[src/rtl/qei_pkg.sv]
// qei_pkg: shared count-mode, direction and quadrature transition decode for the QEI decoder
package qei_pkg;
  typedef enum logic [1:0] {MODE_X1 = 2'd0, MODE_X2 = 2'd1, MODE_X4 = 2'd2, MODE_RSVD = 2'd3} mode_e;
  localparam logic DIR_FWD = 1'b1;
  localparam logic DIR_REV = 1'b0;
  typedef struct packed {logic step; logic fwd; logic bad;} trans_t;
  function automatic logic [1:0] qei_phase(input logic [1:0] ab);
    return {ab[0], ab[1] ^ ab[0]};
  endfunction
  function automatic trans_t qei_decode(input logic [1:0] prev, input logic [1:0] cur);
    logic [1:0] d;
    d = qei_phase(cur) - qei_phase(prev);
    return '{step: d[0], fwd: d == 2'd1 ? DIR_FWD : DIR_REV, bad: d == 2'd2};
  endfunction
endpackage

[src/rtl/qei_channel.sv]
// qei_channel: one encoder channel -- sync, debounce, decode, position and windowed velocity
module qei_channel
  import qei_pkg::*;
#(
  parameter int CNT_W    = 32,
  parameter int FILT_LEN = 4
) (
  input  logic             clk,
  input  logic             rst,
  input  logic             a,
  input  logic             b,
  input  mode_e            mode,
  input  logic             pos_clr,
  input  logic             err_clr,
  input  logic             tick,
  output logic [CNT_W-1:0] position,
  output logic [CNT_W-1:0] velocity,
  output logic             dir,
  output logic             err
);
  localparam logic [CNT_W-1:0] ONE = CNT_W'(1);
  localparam logic [CNT_W-1:0] MAX = {1'b0, {(CNT_W-1){1'b1}}};
  localparam logic [CNT_W-1:0] MIN = {1'b1, {(CNT_W-1){1'b0}}};
  logic [1:0] s1, s2, filt, prev;
  logic [1:0][4:0] cnt;
  logic [CNT_W-1:0] acc, step_val;
  trans_t t;
  logic ev, acc_sat;
  // two-flop synchroniser for the asynchronous {A,B} pair
  always_ff @(posedge clk) begin
    s1 <= {a, b};
    s2 <= s1;
  end
  // per-bit debounce: accept a new level after FILT_LEN equal samples; reset adopts the live level
  always_ff @(posedge clk)
    for (int i = 0; i < 2; i++) begin
      cnt[i]  <= (rst || s2[i] == filt[i] || cnt[i] == 5'(FILT_LEN - 1)) ? 5'd0 : cnt[i] + 5'd1;
      filt[i] <= (rst || cnt[i] == 5'(FILT_LEN - 1)) ? s2[i] : filt[i];
    end
  // classify the filtered transition and decide whether the current mode counts it
  always_comb begin
    t        = qei_decode(prev, filt);
    ev       = t.step && (mode == MODE_X1 ? filt[1] && !prev[1] : mode == MODE_X2 ? filt[1] != prev[1] : 1'b1);
    step_val = t.fwd ? ONE : '1;
    acc_sat  = ev && (t.fwd ? acc == MAX : acc == MIN);
  end
  // position wraps, accumulator saturates and restarts on the window tick, err is sticky
  always_ff @(posedge clk)
    if (rst) begin
      prev     <= s2;
      position <= '0;
      acc      <= '0;
      velocity <= '0;
      dir      <= DIR_REV;
      err      <= 1'b0;
    end else begin
      prev     <= filt;
      position <= pos_clr ? '0 : ev ? position + step_val : position;
      acc      <= tick ? (ev ? step_val : '0) : (ev && !acc_sat) ? acc + step_val : acc;
      velocity <= tick ? acc : velocity;
      dir      <= ev ? t.fwd : dir;
      err      <= t.bad || (err && !err_clr);
    end
endmodule

[src/rtl/qei_multi_decoder.sv]
// qei_multi_decoder: N_CH quadrature decoders sharing one velocity window timer
module qei_multi_decoder
  import qei_pkg::*;
#(
  parameter int N_CH       = 4,
  parameter int CNT_W      = 32,
  parameter int FILT_LEN   = 4,
  parameter int WINDOW_CYC = 100_000_000
) (
  input  logic                       clk,
  input  logic                       rst,
  input  logic [N_CH-1:0]            ch_a,
  input  logic [N_CH-1:0]            ch_b,
  input  logic [1:0]                 mode,
  input  logic [N_CH-1:0]            pos_clr,
  input  logic [N_CH-1:0]            err_clr,
  output logic [N_CH-1:0][CNT_W-1:0] position,
  output logic [N_CH-1:0][CNT_W-1:0] velocity,
  output logic                       vel_valid,
  output logic [N_CH-1:0]            dir,
  output logic [N_CH-1:0]            err
);
  localparam int TW = $clog2(WINDOW_CYC);
  logic [TW-1:0] timer;
  logic tick;
  assign tick = timer == TW'(WINDOW_CYC - 1);
  // shared window timer; vel_valid marks the cycle after the velocity latch
  always_ff @(posedge clk) begin
    timer     <= (rst || tick) ? '0 : timer + TW'(1);
    vel_valid <= !rst && tick;
  end
  for (genvar c = 0; c < N_CH; c++) begin : g_ch
    qei_channel #(.CNT_W(CNT_W), .FILT_LEN(FILT_LEN)) u_ch (
      .clk      (clk),
      .rst      (rst),
      .a        (ch_a[c]),
      .b        (ch_b[c]),
      .mode     (mode_e'(mode)),
      .pos_clr  (pos_clr[c]),
      .err_clr  (err_clr[c]),
      .tick     (tick),
      .position (position[c]),
      .velocity (velocity[c]),
      .dir      (dir[c]),
      .err      (err[c])
    );
  end
endmodule

[config.mk]
export PLATFORM = sky130hd
export DESIGN_NAME = qei_multi_decoder
export DESIGN_NICKNAME = d
export VERILOG_FILES = /design/src/rtl/qei_pkg.sv /design/src/rtl/qei_channel.sv /design/src/rtl/qei_multi_decoder.sv
export SDC_FILE = /design/constraint.sdc
export NUM_CORES = 1
export LEC_CHECK = 0
export BUFFER_PORTS_ARGS = -buffer_cell sky130_fd_sc_hd__clkbuf_2
export CORE_AREA = 2 2 352 354
export DETAILED_ROUTE_END_ITERATION = 10
export DIE_AREA = 0 0 354 356
export GPL_TIMING_DRIVEN = 0
export HOLD_SLACK_MARGIN = 0.05
export SETUP_SLACK_MARGIN = 0.15
export SYNTH_ARGS = -nofsm -noshare
export SYNTH_HDL_FRONTEND = slang
export SYNTH_SLANG_ARGS = --single-unit
[constraint.sdc]
create_clock -name clk -period 7.3 [get_ports clk]
set_clock_uncertainty 0.2 [all_clocks]
set_input_delay 1.46 -clock clk [delete_from_list [all_inputs] [get_ports clk]]
set_output_delay 1.46 -clock clk [all_outputs]
set_load 0.05 [all_outputs]
; Word level (Yosys, flattened, before mapping)
; Index checks and enable logic that the tools add are counted.
[op_classes]
addsub = 21
eq_ne = 38
muxes = 36
bitwise_logic = 8
n_reduce_logical = 72
[ops]
columns = op, count
row1 = 2-to-1 mux 32 bit, 16
row2 = adder 32 bit, 8
row3 = equality test 32 x 31 -> 1 bit (second input constant), 4
row4 = equality test 32 bit (second input constant), 4
row5 = adder 5 x 1 -> 5 bit (second input constant), 8
row6 = equality test 5 x 2 -> 1 bit (second input constant), 8
row7 = logical OR 1 bit, 29
row8 = adder 27 x 1 -> 27 bit (second input constant), 1
row9 = equality test 27 bit (second input constant), 1
row10 = logical AND 1 bit, 21
row11 = 2-to-1 mux 1 bit, 16
row12 = zero test 1 bit, 13
row13 = equality test 2 x 1 -> 1 bit (second input constant), 5
row14 = equality test 1 bit, 8
row15 = equality test 2 bit (second input constant), 4
row16 = 2-to-1 mux 2 bit, 4
row17 = nonzero test 2 bit, 4
row18 = OR reduction 2 bit, 4
row19 = subtractor 2 bit, 4
row20 = bitwise XOR 1 bit, 8
row21 = inequality test 1 bit, 4
row22 = zero test 2 bit, 1
[totals]
ff_bits = 492
in_bits = 20
word_cells = 225

; Longest topological paths before layout
; Gate-level depths: netlist of the first run.
[logic_depth]
ltp_word = 10
mapped_depth = 20
mapped_depth_nobuf = 18

; Modules after synthesis
; A second synthesis of the first run with hierarchy kept.
[unflattened]
hier_cells = 3805
hier_area_um2 = 31724.2
[by_module_without_submodules]
columns = module, instances, cells_per_inst, area_per_inst_um2, seq_area_each_um2
row1 = qei_channel (g_ch[0].u_ch), 1, 935, 7822.5, 2342.2
row2 = qei_channel (g_ch[1].u_ch), 1, 924, 7576.0, 2342.2
row3 = qei_channel (g_ch[3].u_ch), 1, 892, 7473.4, 2342.2
row4 = qei_channel (g_ch[2].u_ch), 1, 891, 7450.9, 2342.2
row5 = qei_multi_decoder, 1, 163, 1401.3, 560.5

; Least setup slack after synthesis of the first run
; No wires, ideal clock.
[synth_path]
kind = register -> register
start = reg g_ch[1].u_ch.filt[0]
end = reg g_ch[1].u_ch.position[31]
setup_ns = 0.070
arrival_ns = 5.651
t_required_ns = 7.030
path_slack_ns = 1.379
path_stages_with_launch = 19
path_buffers = 1
period_less_slack_ns = 5.921
path_cell_list = edfxtp_1 > xnor2_1 > ha_1 > xnor2_1 > xnor2_1 > or2_2 > clkbuf_1 > ha_1 > a211o_1 > o211ai_1 > a21oi_1 > a31oi_1 > a21oi_1 > o31ai_1 > o21ai_1 > a31oi_1 > xnor2_1 > or3_1 > a21oi_1
[synth_between]
elab_chain_cells = 6
elab_cells_between_ends = 7
[synth_lines]
columns = item, line_no
row1 = start: declaration, qei_channel.sv:24  ; logic [1:0] s1, s2, filt, prev;
row2 = start signal: indexed assignment, qei_channel.sv:38  ; filt[i] <= (rst || cnt[i] == 5'(FILT_LEN - 1)) ? s2[i] : filt[i];
row3 = bitwise XOR 1 bit, qei_pkg.sv:8  ; return {ab[0], ab[1] ^ ab[0]};
row4 = subtractor 2 bit (*), qei_pkg.sv:12  ; d = qei_phase(cur) - qei_phase(prev);
row5 = equality test 2 x 1 -> 1 bit, qei_pkg.sv:13  ; return '{step: d[0], fwd: d == 2'd1 ? DIR_FWD : DIR_REV, bad: d == 2'd2};
row6 = 2-to-1 mux 1 bit, qei_pkg.sv:13
row7 = 2-to-1 mux 32 bit, qei_channel.sv:44  ; step_val = t.fwd ? ONE : '1;
row8 = adder 32 bit, qei_channel.sv:58  ; position <= pos_clr ? '0 : ev ? position + step_val : position;
row9 = end signal: assignment, qei_channel.sv:58
row10 = end: declaration, qei_channel.sv:16  ; output logic [CNT_W-1:0] position,
; Mark *: on every way between the ends. The rest lies on a longest branch, timed or not.
; A chain may end at the register's enable or synchronous reset.

==> impl_metrics.py, run 1 <==
metrics = {
    "sta": {
        "whs_ps": 114.8,
        "rsz0062_at_grt": "no",
        "min_period_over_period_pct": 84.02,
        "maxSlewHeadroom_pct": 9.516,
        "fin_tns_setup_ps": 0,
        "finalSetupViolCount": 0,
        "max_freq_mhz": 163.0,
        "hold_violations": 0,
        "worstMarginPinSlew_ps": 1357,
        "slew_viol_final": 0,
        "finalCriticalPeriod_ps": 6134,
    },
    "logic_synthesis": {
        "yosysTopAreaCell": "dfxtp_1",
        "synth_cell_types": 93,
        "synth_edf_count": 8,
        "synth_top_area_share_pct": 31.90,
        "ys_seq_area_share_pct": 32.69,
        "avgSynthCellArea_um2": 7.945,
        "synth-seq-cells": 492,
        "synth_area_um2": 30380,
        "postSynth.asyncResetShare_pct": 0,
        "synth_cells": 3823,
        "yosysWarnings": 0,
        "synthFlopType": "dfxtp_1",
        "syn_nets": 4152,
        "synthTopCellsByArea": "dfxtp_1 (32%), ha_1 (12%), a21oi_1 (8.9%), nand2_1 (6.9%), xnor2_1 (5.4%)",
    },
    "floorplan": {
        "io_pins": 285,
        "die_h_um": 356,
        "start_util_pct": 24.76,
        "core.rowCount": 129,
        "dieArea_um2": 126000,
        "die_w_um": 354,
        "core_area_um2": 122700,
    },
    "routing": {
        "post-route-drc-count": 0,
        "firstDrtPassIters": 5,
        "finalWirelength_mm": 97.54,
        "initialDrtViolationCount": 1748,
        "post_drt_wl_per_cell_um": 16.63,
        "detail-route-antenna-nets": 0,
        "via_per_inst": 4.822,
        "dr_total_vias": 28280,
    },
    "clock_network": {
        "post_cts_buffers": 0,
        "cts_sinks": 492,
        "cts_hold_buf": 0,
        "cts_tree": "done",
        "numCtsBuffers": 66,
        "clockBufferDepth": 3,
        "cts_resized": 0,
        "htreeDepth": 3,
        "clk_latency_ps": 630,
        "clkTransAtPathRegs_ps": 70,
        "clock-root-buffer": "clkbuf_16",
    },
    "place": {
        "dpl_cell_area_um2": 33890,
        "portBuffers": 282,
        "globalplace.congestion": 0.8950,
        "hpwlAfterDp_mm": 73.37,
    },
    "setup_path": {
        "r2r-start": "g_ch[0].u_ch.filt[0]$_DFFE_PP_",
        "crit_required_ps": 7660,
        "crit_slowest_cell": "nor2_1",
        "cp_slowest_stage_delay_ps": 850,
        "critPathCaptureType": "flip-flop",
        "ff2ff_path_depth": 19,
        "worstPathArrival_ps": 6490,
        "r2r_end": "g_ch[0].u_ch.acc[31]$_SDFFE_PP0P_",
        "criticalPathCategory": "flip-flop to flip-flop",
        "crit_top_cell": "xnor2_1",
        "worstPathMaxFanout": 73,
        "startpoint_type": "flip-flop",
        "reg2reg_setup_slack_ps": 1170,
        "cp_cell_sequence": "xnor2_1 -> ha_1 -> xnor2_1 -> xnor2_1 -> nor2_1 -> inv_4 -> ha_1 -> clkbuf_1 -> a21o_1 -> a2111oi_0 -> o211ai_1 -> nor3b_1 -> o211ai_1 -> a31o_1 -> a221o_1 -> a21oi_2 -> mux2i_1 -> nand3b_1 -> a21boi_1",
    },
    "global_routing": {
        "overflow": 0,
        "antenna_found_initial": 9,
        "grt_max_degree": 74,
        "grt_pass1_vias": 26680,
        "grt_pass1_wl_mm": 149.7,
        "grt.total_usage_pct": 14.91,
    },
    "power_and_ir_drop": {
        "p_sw_mw": 6.877,
        "p_int_mw": 8.812,
        "power_leakage_nw": 15.40,
        "power_mw": 15.69,
        "ir_worst_vdd_mv": 0.1843,
        "switching_share_pct": 43.83,
        "power.share.clock_pct": 21.8,
        "power_frac_seq_pct": 22.9,
        "p_comb_share_pct": 55.3,
        "p_per_area_nw_per_um2": 433.5,
    },
    "final_layout": {
        "n_antenna_cell": 0,
        "syn2layout_area_growth_pct": 19.14,
        "nNetsFinal": 4504,
        "fillers": 13320,
        "fin_area_um2": 36190,
        "drive_above_1_share_pct": 11.28,
        "postLayoutCoreUtil_pct": 29.50,
    },
    "min_path": {
        "min_from": "g_ch[0].u_ch.s1[1]$_DFF_P_",
        "hold_class": "flip-flop to flip-flop",
        "min_to": "g_ch[0].u_ch.s2[1]$_DFF_P_",
        "min_path_cells": 0,
    },
    "flow_run": {
        "cap_violations": 0,
    },
    "status": {
        "status": "complete, no violations",
    },
}
[layout make-up]
type / count / area [µm²] / area share [%]
Sequential cell: 492 / 9930 / 27.44
Tap cell: 1637 / 2048 / 5.660
Clock buffer: 95 / 1953 / 5.397
Timing Repair Buffer: 284 / 1459 / 4.031
Multi-Input combinational cell: 3083 / 19430 / 53.70
Buffer: 173 / 734.5 / 2.030
Inverter: 75 / 289.0 / 0.7987
Clock inverter: 27 / 341.6 / 0.9439
[cell usage in the layout, fill, tap and decap left out, drive strengths merged, types with 78 or more instances in the layout]
| master | Yosys | layout |
|---|---|---|
| clkbuf | 148 | 525 |
| nor2 | 351 | 351 |
| ha | 301 | 301 |
| nand2 | 562 | 562 |
| inv | 75 | 78 |
| xnor2 | 187 | 187 |
| nand3 | 84 | 84 |
| a21o | 145 | 145 |
| dfxtp | 484 | 484 |
| nor3 | 134 | 134 |
| o21ai | 132 | 132 |
| a21oi | 544 | 544 |
| xor2 | 97 | 97 |
[cells in the mapped netlist (32+ instances only)]
master	count
nand4_1	49
dfxtp_1	484
a31oi_1	35
o21bai_1	37
xnor2_1	187
ha_1	301
and3_1	32
o21ai_0	107
nor2_1	350
xor2_1	97
nor2b_1	38
inv_1	75
nand3_1	83
a21oi_1	543
a21o_1	143
clkbuf_1	148
nand2_1	562
nor3_1	133
[power groups by stage]
stage,logic [mW],clock network (mW),registers [mW]
3_3_place_gp,8.46,0,3.64
3_5_place_dp,8.54,0,3.65
6_report,8.67,3.42,3.60
5_1_grt,9.67,3.63,3.65
2_1_floorplan,6.59,0,3.84
4_1_cts,8.62,3.55,3.59
[logic make-up after synthesis]
kind of cell	count (synthesis)	synth area share (%)
fa+ha+maj	309	12.93
flops	492	32.69
xor+xnor	284	8.189
buf+inv	248	3.332
mux	10	0.3625
compound gates	1073	21.61
simple gates	1407	20.89
[registers in the layout, summed over array words and instances, names as in the netlist, 27 cells and up]
name	cells
g_ch.u_ch.velocity	128
g_ch.u_ch.cnt	40
g_ch.u_ch.acc	128
timer	27
g_ch.u_ch.position	128
[worst max-delay path: cells and delay by family (launching register included)]
kind	cells	cell delay [ps]
compound gates	8	2040
xor+xnor	3	440
fa+ha+maj	2	670
buf+inv	2	780
flops	1	460
mux	1	210
simple gates	3	1190
[how the worst max path moves through the flow]
stage,startpoint,to,slack (ps),cells past startpoint
2_1_floorplan,g_ch[1].u_ch.filt[0]$_DFFE_PP_,g_ch[1].u_ch.position[31]$_SDFFE_PP0P_,1380,18
4_1_cts,g_ch[3].u_ch.filt[0]$_DFFE_PP_,g_ch[3].u_ch.acc[30]$_SDFFE_PP0P_,1150,19
3_5_place_dp,g_ch[3].u_ch.filt[0]$_DFFE_PP_,g_ch[3].u_ch.acc[30]$_SDFFE_PP0P_,1170,19
5_1_grt,g_ch[0].u_ch.filt[0]$_DFFE_PP_,g_ch[0].u_ch.acc[31]$_SDFFE_PP0P_,560,19
6_report,g_ch[0].u_ch.filt[0]$_DFFE_PP_,g_ch[0].u_ch.acc[31]$_SDFFE_PP0P_,1170,19
3_3_place_gp,g_ch[1].u_ch.filt[1]$_DFFE_PP_,g_ch[1].u_ch.acc[30]$_SDFFE_PP0P_,-1390,19
[through the flow]
stage,setup WS (ps),std cells
final,1166,5866
after detailed placement,1167,5744
after floorplan,1379,3823
after global placement,-1392,5742
after CTS,1145,5866
after global routing,563.3,5866
[routing by layer]
metal  routed length (µm)  vias to the layer above  GRT usage (%)  share of wire (%)
met1                45130                    13220          19.71                 46
met2                43960                      650          24.20                 45
met4                 2892                        8          5.127                3.0
li1                     -                    14250              -                  -
met5                   60                        -              0              0.062
met3                 5498                      157          2.853                5.6
Note: power is estimated with default switching activity, not from simulation.
==> run 2, diff against run 1 <==
- clock period: 7.3 -> 5.7 ns (I/O delays scaled with it)
==> impl_metrics.py, run 2 (synthesized netlist as in run 1, its figures left out) <==
metrics = {
    "sta": {
        "hold_violations": 0,
        "max_freq_mhz": 193.5,
        "finalCriticalPeriod_ps": 5167,
        "worstMarginPinSlew_ps": 1366,
        "maxSlewHeadroom_pct": 8.915,
        "slew_viol_final": 0,
        "finalSetupViolCount": 0,
        "min_period_over_period_pct": 90.66,
        "rsz0062_at_grt": "no",
    },
    "setup_path": {
        "cp_slowest_stage_delay_ps": 530,
        "crit_required_ps": 6020,
        "crit_slowest_cell": "a221oi_1",
        "cp_cell_sequence": "xnor2_1 -> ha_1 -> xnor2_1 -> xnor2_1 -> or2_2 -> clkbuf_4 -> buf_12 -> ha_1 -> and3_1 -> a221oi_1 -> a21o_1 -> a21oi_1 -> a41o_1 -> a31o_1 -> a31oi_1 -> a21oi_1 -> xnor2_1 -> nor2_1 -> o22a_1",
        "criticalPathCategory": "flip-flop to flip-flop",
        "critPathCaptureType": "flip-flop",
        "crit_top_cell": "xnor2_1",
        "startpoint_type": "flip-flop",
        "worstPathMaxFanout": 47,
        "worstPathArrival_ps": 5490,
    },
    "clock_network": {
        "cts_tree": "done",
        "clkTransAtPathRegs_ps": 50,
        "cts_sinks": 492,
        "numCtsBuffers": 67,
        "clock-root-buffer": "clkbuf_16",
        "clk_latency_ps": 630,
        "clockBufferDepth": 3,
        "htreeDepth": 3,
    },
    "routing": {
        "detail-route-antenna-nets": 0,
        "dr_total_vias": 28220,
        "post-route-drc-count": 0,
        "post_drt_wl_per_cell_um": 16.60,
        "firstDrtPassIters": 5,
        "via_per_inst": 4.797,
        "finalWirelength_mm": 97.66,
        "initialDrtViolationCount": 1759,
    },
    "final_layout": {
        "multi_input_area_um2": 19500,
        "top_regs": "g_ch.u_ch.acc (128), g_ch.u_ch.position (128), g_ch.u_ch.velocity (128)",
        "postLayoutCoreUtil_pct": 29.74,
        "final_cells": 5882,
        "most-common-layout-cells": "nand2_1 (562), a21oi_1 (543), dfxtp_1 (484)",
        "drive_above_1_share_pct": 11.81,
        "seq_area_um2": 9930,
        "fillers": 13250,
        "nNetsFinal": 4519,
        "syn2layout_area_growth_pct": 20.11,
        "layout_commonest_cell": "nand2_1",
    },
    "power_and_ir_drop": {
        "p_per_area_nw_per_um2": 557.2,
        "power_leakage_nw": 15.53,
        "ir_worst_vdd_mv": 0.2592,
    },
    "status": {
        "status": "complete, no violations",
    },
    "place": {
        "hpwlAfterDp_mm": 73.06,
        "portBuffers": 282,
        "dp_cells": 5745,
        "globalplace.congestion": 0.8941,
    },
    "flow_run": {
        "cap_violations": 0,
    },
    "global_routing": {
        "overflow": 0,
        "grt.total_usage_pct": 14.98,
        "grt_pass1_vias": 26750,
        "antenna_found_initial": 13,
        "grt_pass1_wl_mm": 150.6,
        "grt_max_degree": 73,
    },
    "floorplan": {
        "io_pins": 285,
        "core.rowCount": 129,
        "die_h_um": 356,
        "core_area_um2": 122700,
        "dieArea_um2": 126000,
        "start_util_pct": 24.76,
        "die_w_um": 354,
    },
    "min_path": {
        "hold_class": "flip-flop to flip-flop",
    },
}
[run 2: final cells by class]
cell class	count	share of cell area (%)
antenna	4	0.02744
buffer	173	2.020
clock buffer	94	5.436
clock inverter	26	1.084
inverter	75	0.8231
multi-input combinational	3083	53.45
sequential	492	27.22
tap	1637	5.614
timing repair buffer	296	4.280
timing repair inverter	2	0.04458
[run 2: worst paths after layout]
check | startpoint | endpoint | slack (ps) | depth (start not counted)
worst max-delay path | g_ch[1].u_ch.filt[1]$_DFFE_PP_ | g_ch[1].u_ch.acc[31]$_SDFFE_PP0P_ | 530 | 19
worst min register to register | g_ch[0].u_ch.s1[0]$_DFF_P_ | g_ch[0].u_ch.s2[0]$_DFF_P_ | 120 | 0
worst max register to register | g_ch[1].u_ch.filt[1]$_DFFE_PP_ | g_ch[1].u_ch.acc[31]$_SDFFE_PP0P_ | 530 | 19
worst min-delay path | g_ch[0].u_ch.s1[0]$_DFF_P_ | g_ch[0].u_ch.s2[0]$_DFF_P_ | 120 | 0
[run 2: layer usage]
metal	vias to the layer above	GRT usage (%)	wire [µm]
li1	14270	-	-
met1	13170	19.54	44680
met2	626	24.38	44220
met3	144	3.360	6182
met4	12	4.932	2509
met5	-	0	68
[run 2: stage by stage]
stage	total power [mW]	hold WS (ps)	setup TNS, ps	worst slack (ps)	instance area [µm²]
after floorplan	13.36	109.6	0	153.7	30410
after global placement	15.49	114.1	-174870	-1913	33870
after detailed placement	15.58	114.3	-10560	-606.2	33940
after CTS	20.36	124.0	0	162.8	36350
after global routing	21.99	127.7	0	190.7	36480
final	20.33	123.9	0	532.6	36480
[run 2: timing repair]
item / 4_1_cts / 5_1_grt
setup endpoints to repair: 97 / 59
pin swaps: 0 / 3
gates resized for setup: 4 / 13
gates cloned: 1 / 1
hold buffers: 0 / 0
setup buffers: 1 / 10
[run 2: worst max-delay path: cells and delay by family, from the launching register on]
family / cells / cell delay [ps]
compound gates: 8 / 2030
xor+xnor: 4 / 610
fa+ha+maj: 2 / 570
buf+inv: 2 / 630
flops: 1 / 470
simple gates: 3 / 540
[run 2: report_power, final]
group	internal, mW	switching (mW)
Clock	2.84	1.72
Combinational	4.68	6.48
Sequential	3.99	0.611
